`src/rtl/fp_mul_param.sv`:
```
// fp_mul_param: multi-cycle IEEE-754 multiplier, RNE rounding, bit-serial mantissa product.
// Define FP_MUL_DENORM_EN to handle subnormal operands/results; otherwise they flush to zero.
module fp_mul_param #(
  parameter int EXP_W = 8,
  parameter int MAN_W = 23
) (
  input  logic                 clk,
  input  logic                 rst,
  input  logic                 start_i,
  input  logic [EXP_W+MAN_W:0] a_i,
  input  logic [EXP_W+MAN_W:0] b_i,
  output logic [EXP_W+MAN_W:0] product_o,
  output logic                 done_o,
  output logic                 busy_o,
  output logic                 nan_o,
  output logic                 infinit_o,
  output logic                 overflow_o,
  output logic                 underflow_o,
  output logic                 inexact_o
);
  localparam int W = 1 + EXP_W + MAN_W;
  localparam int M = MAN_W + 1;
  localparam int P = 2 * M;
  localparam int XW = EXP_W + 2;
  localparam int BIAS = 2 ** (EXP_W - 1) - 1;
  localparam int EMAX = 2 ** EXP_W - 1;
  localparam int CW = $clog2(M);

  typedef enum logic [2:0] {IDLE, UNPACK, MULT, NORM, ROUND, DONE} state_t;

  state_t         state_q, state_d;
  logic [W-1:0]   a_q, a_d, b_q, b_d, prod_q, prod_d;
  logic [P-1:0]   mcand_q, mcand_d, acc_q, acc_d;
  logic [M-1:0]   mplier_q, mplier_d, man_q, man_d;
  logic [2:0]     grs_q, grs_d;
  logic [XW-1:0]  exp_q, exp_d;
  logic [CW-1:0]  cnt_q, cnt_d;
  logic           sgn_q, sgn_d;
  logic [4:0]     flg_q, flg_d;
  logic           done_q, done_d, busy_q, busy_d;

  logic [EXP_W-1:0] ea, eb;
  logic [MAN_W-1:0] fa, fb;
  logic [M-1:0]     ma, mb;
  logic [XW-1:0]    ae, be, esum;
  logic             a_zero, b_zero, a_inf, b_inf, a_nan, b_nan, sab, is_nan, is_inf, is_zero;

  // classify operands, form hidden-bit significands and the rebiased exponent sum
  always_comb begin
    ea = a_q[W-2:MAN_W];
    eb = b_q[W-2:MAN_W];
    fa = a_q[MAN_W-1:0];
    fb = b_q[MAN_W-1:0];
    a_inf = &ea && fa == '0;
    b_inf = &eb && fb == '0;
    a_nan = &ea && fa != '0;
    b_nan = &eb && fb != '0;
`ifdef FP_MUL_DENORM_EN
    a_zero = ea == '0 && fa == '0;
    b_zero = eb == '0 && fb == '0;
    ma = {|ea, fa};
    mb = {|eb, fb};
`else
    a_zero = ea == '0;
    b_zero = eb == '0;
    ma = {1'b1, fa};
    mb = {1'b1, fb};
`endif
    ae = {2'b00, ea == '0 ? EXP_W'(1) : ea};
    be = {2'b00, eb == '0 ? EXP_W'(1) : eb};
    esum = ae + be - XW'(BIAS);
    sab = a_q[W-1] ^ b_q[W-1];
    is_nan = a_nan | b_nan | (a_inf & b_zero) | (b_inf & a_zero);
    is_inf = a_inf | b_inf;
    is_zero = a_zero | b_zero;
  end

  logic [P-1:0]  nv;
  logic [XW-1:0] ne;
`ifdef FP_MUL_DENORM_EN
  int lz, sh;
`endif

  // normalise the raw product so the hidden bit sits at the top; subnormal products stop at exponent 1
  always_comb begin
`ifdef FP_MUL_DENORM_EN
    lz = 0;
    for (int i = 0; i < P - 1; i++) if (acc_q[i]) lz = P - 2 - i;
    sh = (exp_q[XW-1] || exp_q <= XW'(1)) ? 0 : (lz < int'(exp_q) - 1 ? lz : int'(exp_q) - 1);
    nv = acc_q[P-1] ? acc_q : acc_q << (sh + 1);
    ne = acc_q[P-1] ? exp_q + XW'(1) : exp_q - XW'(sh);
`else
    nv = acc_q[P-1] ? acc_q : acc_q << 1;
    ne = acc_q[P-1] ? exp_q + XW'(1) : exp_q;
`endif
  end

  logic [M+1:0]  mx;
  logic [M:0]    rs;
  logic [M-1:0]  rm, fm;
  logic [XW-1:0] ee, fe;
  logic          st, up, carry, ix, tiny, exp_le0, fe_le0, fe_ovf;
`ifdef FP_MUL_DENORM_EN
  logic [2*M+3:0] wide;
  int dsh;
`endif

  // denormalise tiny results, then round to nearest even with carry renormalisation
  always_comb begin
    exp_le0 = exp_q[XW-1] | ~|exp_q;
`ifdef FP_MUL_DENORM_EN
    dsh = exp_le0 ? int'(XW'(1) - exp_q) : 0;
    dsh = dsh > M + 2 ? M + 2 : dsh;
    wide = {man_q, grs_q[2:1], {(M+2){1'b0}}} >> dsh;
    mx = wide[2*M+3:M+2];
    st = grs_q[0] | |wide[M+1:0];
    ee = exp_le0 ? XW'(1) : exp_q;
    tiny = ~mx[M+1];
`else
    mx = {man_q, grs_q[2:1]};
    st = grs_q[0];
    ee = exp_q;
    tiny = 1'b0;
`endif
    rm = mx[M+1:2];
    ix = mx[1] | mx[0] | st;
    up = mx[1] & (mx[0] | st | rm[0]);
    rs = {1'b0, rm} + (M+1)'(up);
    carry = rs[M];
    fm = carry ? rs[M:1] : rs[M-1:0];
    fe = ee + XW'(carry);
    fe_le0 = fe[XW-1] | ~|fe;
    fe_ovf = ~fe[XW-1] & (fe[XW-2:0] >= (XW-1)'(EMAX));
  end

  // sequencing, serial multiply and result/flag selection
  always_comb begin
    state_d = state_q;
    a_d = a_q;
    b_d = b_q;
    prod_d = prod_q;
    mcand_d = mcand_q;
    acc_d = acc_q;
    mplier_d = mplier_q;
    man_d = man_q;
    grs_d = grs_q;
    exp_d = exp_q;
    cnt_d = cnt_q;
    sgn_d = sgn_q;
    flg_d = flg_q;
    case (state_q)
      IDLE: if (start_i) begin
        a_d = a_i;
        b_d = b_i;
        state_d = UNPACK;
      end
      UNPACK: begin
        sgn_d = sab;
        mcand_d = {{M{1'b0}}, ma};
        mplier_d = mb;
        acc_d = '0;
        cnt_d = '0;
        exp_d = esum;
        state_d = (is_nan | is_inf | is_zero) ? DONE : MULT;
        prod_d = is_nan ? {1'b0, {EXP_W{1'b1}}, 1'b1, {(MAN_W-1){1'b0}}}
               : is_inf ? {sab, {EXP_W{1'b1}}, {MAN_W{1'b0}}}
               : is_zero ? {sab, {(W-1){1'b0}}} : prod_q;
        flg_d = is_nan ? 5'b10000 : is_inf ? 5'b01000 : is_zero ? 5'b00000 : flg_q;
      end
      MULT: begin
        acc_d = acc_q + (mplier_q[0] ? mcand_q : '0);
        mcand_d = mcand_q << 1;
        mplier_d = mplier_q >> 1;
        cnt_d = cnt_q + 1'b1;
        state_d = cnt_q == CW'(M - 1) ? NORM : MULT;
      end
      NORM: begin
        man_d = nv[P-1 -: M];
        grs_d = {nv[P-M-1], nv[P-M-2], |nv[P-M-3:0]};
        exp_d = ne;
        state_d = ROUND;
      end
      ROUND: begin
        prod_d = fe_ovf ? {sgn_q, {EXP_W{1'b1}}, {MAN_W{1'b0}}}
               : fe_le0 ? {sgn_q, {(W-1){1'b0}}}
               : {sgn_q, fm[M-1] ? fe[EXP_W-1:0] : EXP_W'(0), fm[M-2:0]};
        flg_d = fe_ovf ? 5'b00101 : fe_le0 ? 5'b00011 : {3'b000, tiny & ix, ix};
        state_d = DONE;
      end
      DONE: state_d = IDLE;
      default: state_d = IDLE;
    endcase
    done_d = state_d == DONE;
    busy_d = state_d != IDLE;
  end

  // state and datapath registers; reset abandons any operation in flight
  always_ff @(posedge clk or posedge rst) begin
    if (rst) begin
      state_q <= IDLE;
      a_q <= '0;
      b_q <= '0;
      prod_q <= '0;
      mcand_q <= '0;
      acc_q <= '0;
      mplier_q <= '0;
      man_q <= '0;
      grs_q <= '0;
      exp_q <= '0;
      cnt_q <= '0;
      sgn_q <= 1'b0;
      flg_q <= '0;
      done_q <= 1'b0;
      busy_q <= 1'b0;
    end else begin
      state_q <= state_d;
      a_q <= a_d;
      b_q <= b_d;
      prod_q <= prod_d;
      mcand_q <= mcand_d;
      acc_q <= acc_d;
      mplier_q <= mplier_d;
      man_q <= man_d;
      grs_q <= grs_d;
      exp_q <= exp_d;
      cnt_q <= cnt_d;
      sgn_q <= sgn_d;
      flg_q <= flg_d;
      done_q <= done_d;
      busy_q <= busy_d;
    end
  end

  assign product_o = prod_q;
  assign {nan_o, infinit_o, overflow_o, underflow_o, inexact_o} = flg_q;
  assign done_o = done_q;
  assign busy_o = busy_q;
endmodule

```
`config.mk`:
```
export PLATFORM = sky130hd
export DESIGN_NAME = fp_mul_param
export DESIGN_NICKNAME = d
export VERILOG_FILES = /design/src/rtl/fp_mul_param.sv
export SDC_FILE = /design/constraint.sdc
export NUM_CORES = 1
export LEC_CHECK = 0
export ABC_CLOCK_PERIOD_IN_PS = 21700
export BUFFER_PORTS_ARGS = -buffer_cell sky130_fd_sc_hd__buf_4
export CORE_UTILIZATION = 55
export CTS_BUF_LIST = sky130_fd_sc_hd__clkbuf_8 sky130_fd_sc_hd__clkbuf_16
export DETAILED_ROUTE_END_ITERATION = 12
export PLACE_DENSITY_LB_ADDON = 0.1
export SLEW_MARGIN = 20
export SYNTH_ARGS = -nofsm -noshare
export SYNTH_HDL_FRONTEND = slang
export SYNTH_SLANG_ARGS = --single-unit
```
`constraint.sdc`:
```
create_clock -name clk -period 21.7 [get_ports clk]
set_input_delay 2.17 -clock clk [delete_from_list [all_inputs] [get_ports clk]]
set_output_delay 2.17 -clock clk [all_outputs]
set_load 0.02 [all_outputs]
```
==> results of run 1 <==
## worst max-delay path, delay by kind of cell (launching register included)
family | cells | cell delay [ns]
AOI/OAI and AO/OA | 2 | 0.19
adders and majority gates | 2 | 0.36
DFF | 1 | 0.39
buffers and inverters | 1 | 0.15
and+or+nand+nor | 15 | 2.90
xor gates and xnor gates | 1 | 0.17
## cells in the final DEF, fill, tap and decap left out, types with 43 or more instances in the layout
cell     instances
and2_1          55
nand2_1        255
xnor2_1         43
a22oi_1         45
mux2_2          62
nor2_1          65
buf_4          115
ha_1            67
o21ai_0        131
a21oi_1         85
dfrtp_1        269
## cell usage after synthesis, types with 4 or more instances
cell and count:
a22o_1 39, o31ai_1 6, o21ai_1 7, nand4_1 20, o21bai_1 8, nand2_1 255, xor2_1 36, inv_1 30
a21boi_0 4, nand3_1 32, ha_1 67, nor4_1 17, and2_1 55, nor2b_1 7, a21oi_1 85, nand2b_1 8
a22oi_1 45, o22ai_1 7, o21a_1 4, a31oi_1 7, o211ai_1 4, o21ai_0 131, nor3_1 22, a21o_1 25
or3_1 7, nor2_1 67, mux2_2 62, a211oi_1 4, clkbuf_1 75, xnor2_1 43, mux2i_1 27, buf_2 17
and3_1 8, dfrtp_1 269
## worst paths after layout
| path | from | to |
|---|---|---|
| max | grs_q[2] | product_o[16] |
| min | mplier_q[18] | mplier_q[18] |
| max reg2reg | grs_q[2] | product_o[16] |
| min reg2reg | mplier_q[18] | mplier_q[18] |
| max in group asynchronous | rst | acc_q[12] |
| min in group asynchronous | rst | a_q[13] |
## flip-flops by register name, indices dropped and copies added, names as in the netlist, 10 cells and up
name / cells
product_o: 32
ee: 10
b_q: 32
mcand_q: 48
mplier_q: 24
acc_q: 48
a_q: 32
man_q: 24
## stage by stage
| step | setup WS [ns] | utilization (%) | cells |
|---|---|---|---|
| 6_report | 17.44 | 63.80 | 1968 |
| 5_1_grt | 16.98 | 63.80 | 1968 |
| 4_1_cts | 17.42 | 63.80 | 1968 |
| 3_5_place_dp | 17.45 | 60.09 | 1916 |
| 3_3_place_gp | 17.63 | 60.09 | 1916 |
| 2_1_floorplan | 12.12 | - | 1561 |
## logic make-up (layout without fill, tap and decap cells)
| logic type | count (synthesis) | count (layout) |
|---|---|---|
| XOR/XNOR | 79 | 79 |
| buffers and inverters | 126 | 198 |
| AND/OR/NAND/NOR | 526 | 526 |
| AO/OA/AOI/OAI | 403 | 403 |
| multiplexers | 89 | 89 |
| adder cells (fa/ha/maj) | 69 | 69 |
| flip-flops | 269 | 269 |
## cell type report
| type | count | area, um2 | area share [%] |
|---|---|---|---|
| Inverter | 31 | 123.9 | 0.7367 |
| Tap cell | 335 | 419.2 | 2.493 |
| Multi-Input combinational cell | 1166 | 7697 | 45.78 |
| Clock inverter | 19 | 198.9 | 1.183 |
| Timing Repair Buffer | 115 | 863.3 | 5.134 |
| Sequential cell | 269 | 6731 | 40.03 |
| Clock buffer | 33 | 780.7 | 4.643 |
## routing by layer
layer | GRT usage (%) | share of wire (%)
met4 | 6.280 | 1.9
met3 | 3.303 | 4.3
met2 | 39.92 | 46
met1 | 34.32 | 48
met5 | 0 | 0
## power groups by stage
| stage | Clock [uW] | Combinational [uW] | Sequential [uW] |
|---|---|---|---|
| global route | 537 | 889 | 859 |
| detailed placement | 0 | 797 | 840 |
| finish | 507 | 792 | 835 |
| global placement | 0 | 772 | 837 |
| CTS | 514 | 800 | 835 |
| floorplan | 0 | 621 | 801 |
==> summary.md, run 1 <==
| Metric | Value |
|---|---|
| Result of the run | `complete, no violations` |
| HPWL after detailed placement | `around 23 mm` |
| Top flip-flop cell by instance count after synthesis | `dfrtp_1` |
| Vias in the first global route | `approximately 11,000` |
| Number of synthesized flops with an enable pin | `0` |
| Mapped Nets | `approximately 1,700` |
| Fin area | `~0.017 mm2` |
| Simple-gate area share of the yosys netlist | `about 17%` |
| Gp weighted congestion | `between 0.8 and 0.9` |
| Switching power | `a little over 800 uW` |
| Data arrival at the endpoint of the critical path | `~4.7 ns` |
| Mux share of post-synthesis cell area | `about 6.5%` |
| Launching element type of the critical path | `flip-flop` |
| Num ports | `around 110` |
| First-pass GRT wire length | `56.06 mm` |
| Transition at the pin with the smallest max-transition slack | `between 1 and 1.5 ns` |
| Longest Clk Path Bufs | `3` |
| First-iteration detailed-routing DRC count | `roughly 690` |
| Share of total power in combinational logic | `roughly 37%` |
| Layout Area Growth over Synthesis | `12.76%` |
| Clock power frac | `approximately a quarter` |
| Max rail drop VDD | `~0.000087 V` |
| Worst Hold Slack | `approximately 0.47 ns` |
| Ordered cell list for the critical path | `and2_2 -> ha_1 -> and3_4 -> nand4_4 -> nor2_8 -> nand2_4 -> nor2_4 -> nand3_2 -> or2_0 -> inv_1 -> ha_1 -> and3_1 -> nand3_1 -> nor2_1 -> xnor2_1 -> nand3_1 -> nor2_1 -> nand2_1 -> nor3_4 -> a21oi_1 -> o21ai_0` |
| Synth Cell Area | `approximately 0.015 mm2` |
| Final setup violation count | `0` |
| Final #Nets | `roughly 1,700` |
| Count of mapped cells out of synthesis | `about 1,600` |
| Largest clock skew in the final design | `approximately 0.018 ns` |
| Share of the yosys chip area belonging to registers | `a little under half` |
| Cell area power density | `126.9 mW/mm2` |
| Die W | `166.7 um` |
| Largest area contributor in the netlist | `dfrtp_1` |
| Antenna viol nets, final | `0` |
| Overall via count from detail_route | `11,440` |
| Xor and xnor fraction of the mapped netlist area | `4.640%` |
| Total Wirelength | `between 30 and 40 mm` |
| Mean routed wirelength per cell | `between 15 and 20 um` |
| Worst hold path cell count | `2` |
| Clk root buf | `clkbuf_16` |
| CTS buffer count | `29` |
| Global-route usage over all layers | `about 24%` |
| # H-tree levels | `1` |
| Main combinational cell family by area after synthesis | `compound AO/OA/AOI/OAI gates` |
| # diodes | `0` |
| Depth of the most critical reg-to-reg path | `21` |
| CTS tree | `done` |
| Synth top area cells | `dfrtp_1 45%, nand2_1 6.4%, ha_1 5.6%, mux2_2 4.7%, o21ai_0 4.4%` |
| Required time of the critical path | `~22 ns` |
| Area of the core | `0.02635 mm2` |
| GRT Residual Overflow | `0` |
| Yosys synthesis warning count | `0` |
| Worst slew margin relative to its limit | `between 30% and 40%` |
| Fraction of power spent switching nets | `38.38%` |
| Leak | `0.007644 uW` |
| Flip-flop and latch count after synthesis | `roughly 270` |
| Clock transition at the registers of the reported paths | `0.06 ns` |
| Maximum clock rate | `between 0.2 and 0.25 GHz` |
| RSZ-0062 raised after global routing | `false` |
| Input/output buffers | `about 110` |
| Post-CTS setup buffer count | `0` |
| Count of clock tree sinks | `around 270` |
| Post-synth cell types | `80` |
| CP endpoint kind | `flip-flop` |
| Longest individual stage delay on the worst path | `~0.39 ns` |
| Pin count of the biggest net entering global routing | `119` |
| Total number of placement rows | `59` |
| Post-layout minimum cycle time | `around 4.3 ns` |
| Post-CTS resize count | `0` |
| Sum of negative setup slack | `0 ns` |
| Count of pins over their slew limit | `0` |
| Max Cap Violations | `0` |
| Adder-Cell Fraction of Synth Area | `5.890%` |
| Number of hold-slack violations in the final timing report | `0` |
| Clock Latency Late Sink | `between 0.5 and 0.6 ns` |
| Library cell contributing the largest single delay on the critical path | `dfrtp_1` |
| Peak fanout along the critical path | `10` |
| Die area | `between 0.02 and 0.03 mm2` |
| Initial DRT Pass Iterations | `5` |
| Antenna violations before repair | `0` |
| Placed instance area | `0.01584 mm2` |
| R2R setup slack | `roughly 17 ns` |
| Layout filler cell count | `~2,200` |
| Fraction of the mapped netlist area in compound gates | `17.42%` |
| Internal power | `approximately 1300 uW` |
| Path type of the worst setup path | `flip-flop to flip-flop` |
| Detail-routed via count per cell | `around 5.8` |
| Synthesized area divided by synthesized cell count | `9.553 um2` |
| Cts-stage hold buffer count | `0` |
| Layout cell share with drive strength beyond 1 | `roughly 16%` |
| Asr flop ratio synth | `100.0%` |
| Sum of internal, switching and leakage power | `2133 uW` |
| Synth top area share | `45.14%` |
| Die height | `between 150 and 200 um` |
| Remaining design rule violation count | `0` |
| Effective utilization at floorplan | `between 50% and 60%` |
| Relative contribution of sequential cells to total power | `roughly two fifths` |
| Tcrit/Tclk final | `19.65%` |
| Type of the tightest min-delay check | `flip-flop to flip-flop` |
Note: power is estimated with default switching activity, not from simulation.
==> run 2: changes to the inputs <==
--- a/config.mk
+++ b/config.mk
@@ -5,7 +5,7 @@
 export SDC_FILE = /design/constraint.sdc
 export NUM_CORES = 1
 export LEC_CHECK = 0
-export ABC_CLOCK_PERIOD_IN_PS = 21700
+export ABC_CLOCK_PERIOD_IN_PS = 4100
 export BUFFER_PORTS_ARGS = -buffer_cell sky130_fd_sc_hd__buf_4
 export CORE_UTILIZATION = 55
 export CTS_BUF_LIST = sky130_fd_sc_hd__clkbuf_8 sky130_fd_sc_hd__clkbuf_16
==> constraint.sdc (replaced) <==
create_clock -name clk -period 4.1 [get_ports clk]
set_input_delay 0.41 -clock clk [delete_from_list [all_inputs] [get_ports clk]]
set_output_delay 0.41 -clock clk [all_outputs]
set_load 0.02 [all_outputs]
==> summary.md, run 2 (same netlist as run 1, synthesis figures left out) <==
| Metric | Value |
|---|---|
| Count of clock tree sinks | `roughly 270` |
| Cts-stage hold buffer count | `0` |
| Cell area power density | `between 600 and 700 mW/mm2` |
| Longest Clk Path Bufs | `3` |
| Layout Area Growth over Synthesis | `13.48%` |
| Peak fanout along the critical path | `6` |
| Number of hold-slack violations in the final timing report | `0` |
| Path type of the worst setup path | `flip-flop to flip-flop` |
| Highest-count cells in the layout ignoring fill and taps | `269 x dfrtp_1, 254 x nand2_1, 130 x o21ai_0, 124 x buf_4, 85 x a21oi_1` |
| CTS tree | `done` |
| Overall via count from detail_route | `between 10,000 and 15,000` |
| Smallest setup slack after layout | `0.2319 ns` |
| Leak | `0.007711 uW` |
| Global-route usage over all layers | `approximately 24%` |
| Required time of the critical path | `approximately 4.6 ns` |
| Maximum clock rate | `between 0.2 and 0.3 GHz` |
| Post-layout minimum cycle time | `approximately 3.9 ns` |
| Remaining design rule violation count | `0` |
| Antenna violations before repair | `0` |
| Sum of internal, switching and leakage power | `11,230 uW` |
| Mean routed wirelength per cell | `16.75 um` |
| Input/output buffers | `105` |
| Core occupancy in the finished layout | `64.21%` |
| Registers with the highest flip-flop counts | `acc_q (48), mcand_q (48)` |
| Largest clock skew in the final design | `~0.013 ns` |
| Layout cell share with drive strength beyond 1 | `17.07%` |
| Result of the run | `complete, no violations` |
| Pin count of the biggest net entering global routing | `between 150 and 200` |
| Clock Latency Late Sink | `0.55 ns` |
| First-pass GRT wire length | `around 57 mm` |
| Type of the tightest min-delay check | `input pin to async pin` |
| Number of buffer and inverter stages on the critical path | `2` |
| CP endpoint kind | `flip-flop` |
| Die height | `166.7 um` |
| Num ports | `about 110` |
| Die area | `approximately 0.028 mm2` |
| Commonest non-fill, non-tap cell in the layout | `dfrtp_1` |
| Count of pins over their slew limit | `0` |
| Post-route insts no fill | `between 1,500 and 2,000` |
| Clock transition at the registers of the reported paths | `0.06 ns` |
| Antenna viol nets, final | `0` |
| Launching element type of the critical path | `flip-flop` |
| Effective utilization at floorplan | `a little under three fifths` |
| Initial DRT Pass Iterations | `5` |
| Final setup violation count | `0` |
| Area of the core | `roughly 0.026 mm2` |
| Total number of placement rows | `between 50 and 60` |
| Max rail drop VDD | `0.0004666 V` |
| Worst path top cell family by delay | `simple AND/OR/NAND/NOR gates` |
| Tcrit/Tclk final | `94.34%` |
| HPWL after detailed placement | `~23 mm` |
| Vias in the first global route | `11,380` |
| Cell with the most instances on the worst path | `nand3_2` |
| Transition at the pin with the smallest max-transition slack | `0.9039 ns` |
| # diodes | `0` |
| Library cell contributing the largest single delay on the critical path | `dfrtp_1` |
| Final #Nets | `1,760` |
| # H-tree levels | `1` |
| Gp weighted congestion | `about 0.87` |
| Clk root buf | `clkbuf_16` |
| Post-placement setup slack | `between 0.1 and 0.15 ns` |
| Max Cap Violations | `0` |
| Longest individual stage delay on the worst path | `0.40 ns` |
| Die W | `approximately 170 um` |
| Detail-routed via count per cell | `~6` |
| Data arrival at the endpoint of the critical path | `approximately 4.3 ns` |
| Ordered cell list for the critical path | `and2_2 -> ha_1 -> and3_4 -> nand4_4 -> nor2_8 -> nand2_4 -> nor2_4 -> nand3_2 -> or2_0 -> inv_1 -> ha_1 -> and3_1 -> nand3_2 -> nor2_1 -> xnor2_1 -> nand3_2 -> nor2_4 -> nand2_2 -> nor3_4 -> buf_4 -> a21oi_1 -> o21ai_0` |
| CTS buffer count | `29` |
| Total Wirelength | `approximately 33 mm` |
| First-iteration detailed-routing DRC count | `roughly 810` |
| Worst slew margin relative to its limit | `39.74%` |
| GRT Residual Overflow | `0` |
| Placed instance count | `just under 2,000` |
==> run 2: cell types whose count changed in the layout (fill, tap and decap cells not counted), sizes merged <==
| cell | before | now |
|---|---|---|
| buf | 115 | 127 |
| bufinv | 4 | 2 |
| clkinv | 8 | 9 |
| clkinvlp | 2 | 1 |
| inv | 36 | 39 |
==> run 2: worst min-delay path: stages <==
cell	delay, ns
buf_4	0.12
clkinvlp_4	0.10
buf_12	0.43
==> run 2: path summary, 6_finish.rpt <==
path	startpoint	to	slack, ns	cells past startpoint
setup / recovery	grs_q[2]	product_o[10]	0.23	22
hold / removal	rst	mplier_q[20]	0.04	3
setup reg to reg	grs_q[2]	product_o[10]	0.23	22
hold reg to reg	mplier_q[5]	mplier_q[5]	0.48	2
max in group asynchronous	rst	man_q[16]	3.32	3
min in group clk	a_i[30]	a_q[30]	0.06	3
==> run 2: per-stage QoR <==
stage / setup TNS (ns) / instance area (um2) / hold slack (ns)
global route: -0.01302 / 16920 / 0.05909
finish: 0 / 16920 / 0.04297
global placement: 0 / 15930 / 0.4585
floorplan: 0 / 14920 / 0.4468
CTS: 0 / 16860 / 0.03878
detailed placement: 0 / 15930 / 0.4637
==> run 2: layout make-up <==
class	count	area (um2)
Clock inverter	20	148.9
Fill cell	2232	9433
Multi-Input combinational cell	1166	7730
Timing Repair Buffer	127	991.0
Inverter	31	120.1
Clock buffer	33	780.7
Tap cell	335	419.2
Sequential cell	269	6731
==> run 2: routing by layer <==
metal | routed length [um] | track usage, % | share of wire, %
met5 | 0 | 0 | 0
met4 | 878 | 7.085 | 2.6
met3 | 1421 | 3.018 | 4.3
met2 | 15150 | 39.09 | 46
met1 | 15740 | 35.01 | 47
==> run 2: timing repair <==
item | CTS | global route
setup buffers | 0 | 4
gates resized for setup | 0 | 8
setup endpoints to repair | 0 | 10
==> run 2: where the power goes <==
| part | internal (uW) | switching [uW] | total, uW |
|---|---|---|---|
| clock | 1480 | 1050 | 2530 |
| combinational | 1830 | 2430 | 4270 |
| sequential | 3570 | 871 | 4440 |
==> run 3: changes to the inputs <==
--- a/config.mk
+++ b/config.mk
@@ -7,7 +7,7 @@
 export LEC_CHECK = 0
 export ABC_CLOCK_PERIOD_IN_PS = 4100
 export BUFFER_PORTS_ARGS = -buffer_cell sky130_fd_sc_hd__buf_4
-export CORE_UTILIZATION = 55
+export CORE_UTILIZATION = 61
 export CTS_BUF_LIST = sky130_fd_sc_hd__clkbuf_8 sky130_fd_sc_hd__clkbuf_16
 export DETAILED_ROUTE_END_ITERATION = 12
 export PLACE_DENSITY_LB_ADDON = 0.1
==> summary.md, run 3 (same netlist as run 1, synthesis figures left out) <==
| Metric | Value |
|---|---|
| Clock transition at the registers of the reported paths | `0.06 ns` |
| Cell with the most instances on the worst path | `ha_1` |
| Vias in the first global route | `approximately 11,000` |
| Transition at the pin with the smallest max-transition slack | `between 0.9 and 1 ns` |
| Detail-routed via count per cell | `5.920` |
| Type of the tightest min-delay check | `input pin to flip-flop` |
| Number of hold-slack violations in the final timing report | `0` |
| First-pass GRT wire length | `about 56 mm` |
| Count of pins over their slew limit | `0` |
| Die area | `~0.025 mm2` |
| Area of the core | `0.02375 mm2` |
| Layout cell share with drive strength beyond 1 | `between 15 and 20%` |
| Overall via count from detail_route | `around 12,000` |
| Clock Latency Late Sink | `approximately 0.55 ns` |
| Cell area power density | `slightly below 700 mW/mm2` |
| CP endpoint kind | `flip-flop` |
| Library cell contributing the largest single delay on the critical path | `dfrtp_1` |
| HPWL after detailed placement | `between 20 and 25 mm` |
| GRT Residual Overflow | `0` |
| Max Cap Violations | `0` |
| Antenna viol nets, final | `0` |
| # diodes | `0` |
| Tcrit/Tclk final | `between 90 and 100%` |
| Final setup violation count | `0` |
| Post-route insts no fill | `between 1,500 and 2,000` |
| Num ports | `106` |
| Die height | `between 150 and 200 um` |
| Clock power frac | `between 20% and 30%` |
| Gp weighted congestion | `0.9006` |
| Die W | `158.4 um` |
| Max rail drop VDD | `between 0.0004 and 0.0005 V` |
| Registers with the highest flip-flop counts | `acc_q (48), mcand_q (48)` |
| Total Wirelength | `about 33 mm` |
| Internal power | `7111 uW` |
| Effective utilization at floorplan | `around 63%` |
| CTS tree | `done` |
| Launching element type of the critical path | `flip-flop` |
| Count of clock tree sinks | `between 200 and 300` |
| Fraction of power spent switching nets | `38.16%` |
| Leak | `approximately 0.0078 uW` |
| Commonest non-fill, non-tap cell in the layout | `dfrtp_1` |
| Result of the run | `complete, no violations` |
| Maximum clock rate | `about 0.26 GHz` |
| Launch point of the worst path | `man_q[0]` |
| Pin count of the biggest net entering global routing | `~120` |
| Global-route usage over all layers | `between 20 and 30%` |
| Depth of the most critical reg-to-reg path | `20` |
| Sum of negative setup slack | `0 ns` |
| Post-layout minimum cycle time | `roughly 3.8 ns` |
| Input/output buffers | `between 100 and 150` |
| Initial DRT Pass Iterations | `5` |
| Total number of placement rows | `56` |
| Clk root buf | `clkbuf_16` |
| Ordered cell list for the critical path | `and2_2 -> ha_1 -> and3_4 -> nand4_4 -> nor2_8 -> nand2_4 -> nor2_4 -> nand3_2 -> or2_0 -> inv_1 -> ha_1 -> and3_1 -> xor2_1 -> or3_1 -> nor3_1 -> nand4_1 -> nand2_2 -> nor3_4 -> buf_4 -> o32a_1` |
| First-iteration detailed-routing DRC count | `~830` |
| Path type of the worst setup path | `flip-flop to flip-flop` |
| Mean routed wirelength per cell | `~17 um` |
| Remaining design rule violation count | `0` |
| Longest individual stage delay on the worst path | `0.36 ns` |
| Worst flop-to-flop path startpoint | `man_q[0]` |
| Final #Nets | `1,765` |
| Peak fanout along the critical path | `4` |
| Endpoint of the most critical register-to-register path | `product_o[22]` |
| R2R setup slack | `0.28 ns` |
| Worst hold path cell count | `3` |
| Longest Clk Path Bufs | `3` |
| Layout Area Growth over Synthesis | `14.11%` |
| Data arrival at the endpoint of the critical path | `~4.3 ns` |
| Antenna violations before repair | `0` |
| Switching power | `~4400 uW` |
| Relative contribution of sequential cells to total power | `38.5%` |
| Highest-count cells in the layout ignoring fill and taps | `269 x dfrtp_1, 254 x nand2_1, 130 x o21ai_0, 128 x buf_4, 85 x a21oi_1` |
| RSZ-0062 raised after global routing | `false` |
| Worst slew margin relative to its limit | `between 30% and 40%` |
| CTS buffer count | `29` |
| Required time of the critical path | `roughly 4.5 ns` |
| Placed instance count | `roughly 1,900` |
| Capturing element of the worst setup path | `product_o[22]` |
| Largest clock skew in the final design | `0.01618 ns` |
| Share of total power in combinational logic | `a little under two fifths` |
| # H-tree levels | `1` |
run 3: changes by cell type in the layout (fill, tap and decap cells not counted), sizes merged, moves of 2 or more:
cell	change
clkbuf	-2
clkinv	-3
clkinvlp	+3
bufinv	+4
buf	+4
run 3: worst max-delay path: cells and delay by family, from the launching register on:
kind | cells | cell delay, ns
adder cells (fa/ha/maj) | 2 | 0.34
buffers and inverters | 2 | 0.20
flip-flops | 1 | 0.36
AND/OR/NAND/NOR | 14 | 2.35
AO/OA/AOI/OAI | 1 | 0.34
XOR/XNOR | 1 | 0.10
run 3: how the worst min path moves through the flow:
| stage | from | endpoint | slack [ns] |
|---|---|---|---|
| 2_1_floorplan | mplier_q[10] | mplier_q[10] | 0.45 |
| 5_1_grt | b_i[30] | b_q[30] | 0.06 |
| 3_5_place_dp | mplier_q[21] | mplier_q[21] | 0.46 |
| 6_report | b_i[30] | b_q[30] | 0.07 |
| 3_3_place_gp | mplier_q[18] | mplier_q[18] | 0.46 |
| 4_1_cts | b_i[30] | b_q[30] | 0.05 |
run 3: repair_timing:
| action | 4_1_cts | 5_1_grt |
|---|---|---|
| hold buffers | 1 | 0 |
| gates resized for setup | 0 | 4 |
| setup buffers | 0 | 5 |
| setup endpoints to repair | 0 | 12 |
| hold endpoints to repair | 24 | 0 |
run 3: power groups by stage:
stage	Sequential, uW	Combinational (uW)	Clock [uW]
floorplan	4240	3290	0
global placement	4420	4160	0
detailed placement	4450	4280	0
CTS	4420	4310	2810
global route	4560	4850	2910
finish	4420	4300	2780
run 3: metal layers:
| layer | vias up | track usage (%) | wire length (um) |
|---|---|---|---|
| li1 | 5682 | - | - |
| met1 | 5664 | 37.81 | 15230 |
| met2 | 262 | 46.74 | 15890 |
| met3 | 60 | 2.994 | 1243 |
| met4 | 0 | 6.822 | 785 |
| met5 | - | 0 | 0 |
run 3: final cells by class:
| cell class | instances | area (um2) |
|---|---|---|
| inverter | 31 | 120.1 |
| fill | 1775 | 6736 |
| tap | 319 | 399.1 |
| multi-input combinational | 1166 | 7710 |
| clock inverter | 23 | 271.5 |
| timing repair buffer | 132 | 1031 |
| sequential | 269 | 6731 |
| clock buffer | 31 | 753.2 |
run 3: through the flow:
step	total power, uW	setup WS (ns)	hold slack, ns	utilization (%)	instance area [um2]
finish	11500	0.2778	0.06810	71.64	17020
global route	12330	0.02668	0.06271	71.64	17020
CTS	11550	0.1053	0.05416	71.43	16970
detailed placement	8736	0.1192	0.4638	67.07	15930
global placement	8588	0.2446	0.4589	67.07	15930
floorplan	7526	0.1365	0.4468	-	14920
